### src/rtl/register_file_mp.sv
// Multi-port register file with per-register busy scoreboard; combinational reads, synchronous writes.
// Build option RF_FORWARD_EN: same-cycle write-to-read bypass of data and busy.
module register_file_mp #(
  parameter int DATA_W = 32,
  parameter int ADDR_W = 4,
  parameter int NUM_RD = 2,
  parameter int NUM_WR = 1
) (
  input  logic                      clk,
  input  logic                      rst,
  input  logic [NUM_RD*ADDR_W-1:0]  rd_addr,
  output logic [NUM_RD*DATA_W-1:0]  rd_data,
  output logic [NUM_RD-1:0]         rd_busy,
  input  logic [NUM_WR-1:0]         wr_en,
  input  logic [NUM_WR*ADDR_W-1:0]  wr_addr,
  input  logic [NUM_WR*DATA_W-1:0]  wr_data,
  input  logic                      set_en,
  input  logic [ADDR_W-1:0]         set_dest,
  input  logic                      flush,
  output logic [(1<<ADDR_W)-1:0]    busy_vec
);

  localparam int DEPTH = 1 << ADDR_W;

  logic [DATA_W-1:0] regs    [DEPTH];
  logic [DATA_W-1:0] wr_val  [DEPTH];
  logic [DEPTH-1:0]  wr_hit;
  logic [DEPTH-1:0]  busy;
  logic [DEPTH-1:0]  busy_nxt;

  // Per-register write select; ascending scan lets the highest-index port win a collision.
  always_comb begin
    wr_hit = '0;
    for (int i = 0; i < DEPTH; i++) begin
      wr_val[i] = '0;
      for (int w = 0; w < NUM_WR; w++) begin
        if (wr_en[w] && (wr_addr[w*ADDR_W +: ADDR_W] == ADDR_W'(i))) begin
          wr_hit[i] = 1'b1;
          wr_val[i] = wr_data[w*DATA_W +: DATA_W];
        end
      end
    end
  end

  always_ff @(posedge clk or negedge rst) begin
    if (!rst) begin
      for (int i = 0; i < DEPTH; i++) begin
        regs[i] <= DATA_W'(i);
      end
    end else begin
      for (int i = 0; i < DEPTH; i++) begin
        if (wr_hit[i]) begin
          regs[i] <= wr_val[i];
        end
      end
    end
  end

  // Scoreboard priority: flush, then issue-set, then writeback-clear.
  always_comb begin
    busy_nxt = busy;
    for (int i = 0; i < DEPTH; i++) begin
      if (flush) begin
        busy_nxt[i] = 1'b0;
      end else if (set_en && (set_dest == ADDR_W'(i))) begin
        busy_nxt[i] = 1'b1;
      end else if (wr_hit[i]) begin
        busy_nxt[i] = 1'b0;
      end
    end
  end

  always_ff @(posedge clk or negedge rst) begin
    if (!rst) begin
      busy <= '0;
    end else begin
      busy <= busy_nxt;
    end
  end

  assign busy_vec = busy;

  genvar k;
  generate
    for (k = 0; k < NUM_RD; k++) begin : g_rd
      logic [ADDR_W-1:0] ra;
      assign ra = rd_addr[k*ADDR_W +: ADDR_W];

`ifdef RF_FORWARD_EN
      always_comb begin
        rd_data[k*DATA_W +: DATA_W] = regs[ra];
        rd_busy[k]                  = busy[ra];
        for (int w = 0; w < NUM_WR; w++) begin
          if (wr_en[w] && (wr_addr[w*ADDR_W +: ADDR_W] == ra)) begin
            rd_data[k*DATA_W +: DATA_W] = wr_data[w*DATA_W +: DATA_W];
            rd_busy[k]                  = 1'b0;
          end
        end
      end
`else
      always_comb begin
        rd_data[k*DATA_W +: DATA_W] = regs[ra];
        rd_busy[k]                  = busy[ra];
      end
`endif
    end
  endgenerate

endmodule

### config.mk
export PLATFORM = sky130hd
export DESIGN_NAME = register_file_mp
export DESIGN_NICKNAME = d
export VERILOG_FILES = /design/src/rtl/register_file_mp.sv
export SDC_FILE = /design/constraint.sdc
export NUM_CORES = 1
export LEC_CHECK = 0
export ABC_AREA = 1
export CAP_MARGIN = 20
export CORE_MARGIN = 8
export CORE_UTILIZATION = 55
export DETAILED_ROUTE_END_ITERATION = 10
export GPL_ROUTABILITY_DRIVEN = 0
export PLACE_DENSITY = 0.73
export REMOVE_ABC_BUFFERS = 1
export SKIP_LAST_GASP = 1
export SYNTH_ARGS = -nofsm -noshare
export SYNTH_HDL_FRONTEND = slang
export SYNTH_SLANG_ARGS = --single-unit
### constraint.sdc
create_clock -name clk -period 4.3 [get_ports clk]
set_input_delay 1.29 -clock clk [delete_from_list [all_inputs] [get_ports clk]]
set_output_delay 1.29 -clock clk [all_outputs]
set_load 0.01 [all_outputs]
==> reports/metrics.yaml, run 1 <==
end_kind: "primary output"
skew_ns: 0
synth.largest_area_cell: "dfrtp_1"
required_ns: 3.01
min_to: "regs[384]"
drv_cap: 0
yosysWarnings: 0
start_kind: "input port"
power_frac_seq: 0.415
gr-total-overflow: 0
hold_viol: 0
die_h_um: 253
cts_sinks: 528
preCtsSetupSlack_ns: 0.0899
r2r_start: "regs[66]"
clockRootBuffer: "clkbuf_16"
relSlewSlack: 0.330
max_freq_mhz: 237
hp-class: "register to register"
grt_pass1_wl_um: 158000
multi_input_area_sq_um: 13800
design.die.area_sq_um: 64300
cts_buffer_depth: 3
arrival_ns: 2.93
via_per_inst: 5.70
post_synth_num_cell_types: 20
io_pins: 135
netlist_instances: 4622
period_minus_slack_ns: 4.22
drc_errors: 0
status: "finished clean"
power.static_leakage_nw: 18.2
hpwl_um: 59200
synth_top_area_share: 0.400
worstRegToRegCells: 2
finalMaxSlewViolations: 0
drive_above_1_share: 0.0669
dr.first_iter.drc_count: 3958
port_buffers: 134
worst_slack_ns: 0.0771
switching_share: 0.318
switchingPower_mw: 5.01
ff_latch_area_sq_um: 13300
cts_made_buffers: 57
drtAntennaViolNets: 0
internal_power_mw: 10.7
fillCellCount: 5093
grt_util_all_layers: 0.308
powerDensity_nw_per_um2: 445
clk_latency_ns: 0.62
avgSynthCellArea_sq_um: 6.71
finalCritPeriodShare: 0.982
grt_pass1_vias: 28726
path_max_fanout: 40
antenna_cells: 0
cts_htree_levels: 2
worst_pin_slew_ns: 1.00
yosysMostFrequentCell: "nand2_1"
yosys_register_bits: 528
hold_buffers: 0
syn-cell-area_sq_um: 31000
antenna_found_initial: 0
synth_edf_count: 0
power_frac_clock: 0.343
worstSetupPathType: "input port to primary output"
finalNetCount: 4640
synthArstFlopShare: 1.00
rsz0062_at_grt: "false"
setup-violations-final: 0
firstDrtPassIters: 6
min_path_cells: 2
vias: 30729
postLayoutCoreUtil: 0.632
grt_max_degree: 85
row_count: 87
wl_per_cell_um: 18.7
cts_tree: "done"
rr_endpoint: "regs[66]"
synthTopCellsByArea: "dfrtp_1, nand2_1, nand3_1"
yosys-top-cells-count: "nand2_1, nand3_1, inv_1, dfrtp_1, o21ai_0"
combPwrFrac: 0.242
clk_pin_slew_worst_paths_ns: 0.06
core_sq_um: 56100
die_w_um: 253
vdd_drop_max_uv: 352
ys_dominant_reg_cell: "dfrtp_1"
initial_core_util: 0.553
reg2reg_slack_ns: 3.48
seq_area_frac_synth: 0.427
synthToLayoutAreaGrowth_pct: 14.2
min_from: "regs[384]"
wirelength_um: 101000
## placed cells by master, fill, tap and decap left out, drive strengths merged
cell and instances:
a21oi 16, buf 144, bufinv 10, clkbuf 79, clkdlybuf4s50 125, clkinv 14, clkinvlp 2, dfrtp 496
dfstp 32, inv 579, nand2 1665, nand3 942, nor2 11, nor3 4, o21ai 513
## registers in the layout, summed over array words and instances (netlist names)
name and cells:
regs 512, busy_vec 16
## power by group through the flow
stage | combinational [mW] | clock [mW] | sequential, mW
after floorplan | 2.52 | 0 | 6.47
after global placement | 3.67 | 0 | 6.56
after detailed placement | 3.77 | 0 | 6.58
after CTS | 3.79 | 5.46 | 6.51
after global routing | 4.36 | 5.65 | 6.63
final | 3.82 | 5.40 | 6.53
## what timing repair did
item	4_1_cts	5_1_grt
hold endpoints to repair	0	0
buffers inserted	0	0
resized for setup	0	2
endpoints found under the setup margin	0	1
## worst max-delay path, cell delays in order
cell and delay [ns]:
buf_8 0.13, inv_12 0.18, buf_12 0.25, nand2_1 0.09, nand3_1 0.08, nand3_1 0.12
nand3_1 0.11, nand2_1 0.13, clkdlybuf4s50_1 0.51
## routing by layer
metal / share of wire / up-vias / global-route usage
met4: 0.044 / 0 / 0.136
li1: - / 14479 / -
met2: 0.44 / 1663 / 0.479
met3: 0.10 / 303 / 0.0536
met1: 0.41 / 14284 / 0.421
met5: 0 / - / 0
## worst max-delay path by stage
stage | cells past startpoint | slack [ns] | to | start
6_report | 9 | 0.08 | rd_data[61] | rd_addr[4]
5_1_grt | 10 | 0.02 | rd_data[39] | rd_addr[4]
4_1_cts | 9 | 0.09 | rd_data[61] | rd_addr[4]
3_5_place_dp | 9 | 0.09 | rd_data[61] | rd_addr[4]
3_3_place_gp | 9 | 0.10 | rd_data[61] | rd_addr[4]
2_1_floorplan | 6 | -2.52 | rd_data[15] | rd_addr[0]
## stage by stage
step           power (mW)  TNS (ns)  instance area (sq um)  std cells  hold WS (ns)
2_1_floorplan        8.99   -162.01                  29200       4259         0.453
3_3_place_gp         10.2         0                  33400       5284         0.462
3_5_place_dp         10.3         0                  33400       5284         0.467
4_1_cts              15.8         0                  35400       5388         0.477
5_1_grt              16.6         0                  35400       5388         0.487
6_report             15.7         0                  35400       5388         0.476
## kinds of logic (layout without fill, tap and decap cells)
logic type             after synthesis  count (layout)  synth area share
DFF                                528             528             0.427
buffers and inverters              943             953             0.130
and+or+nand+nor                   2622            2622             0.356
AOI/OAI and AO/OA                  529             529            0.0861
## layout make-up
type,count,area share
clock inverter,25,0.0109
tap,756,0.0267
clock buffer,79,0.0469
timing repair buffer,269,0.0888
inverter,580,0.0624
sequential,528,0.374
multi-input combinational,3151,0.390
(Power assumes the default switching activity.)
==> inputs of run 2 (changes only) <==
--- a/config.mk
+++ b/config.mk
@@ -13,7 +13,9 @@
 export GPL_ROUTABILITY_DRIVEN = 0
 export PLACE_DENSITY = 0.73
 export REMOVE_ABC_BUFFERS = 1
+export SKIP_CTS_REPAIR_TIMING = 1
 export SKIP_LAST_GASP = 1
+export SLEW_MARGIN = 20
 export SYNTH_ARGS = -nofsm -noshare
 export SYNTH_HDL_FRONTEND = slang
 export SYNTH_SLANG_ARGS = --single-unit
==> results of run 2 <==
Final layout, timing and power as in run 1 (identical DEF).
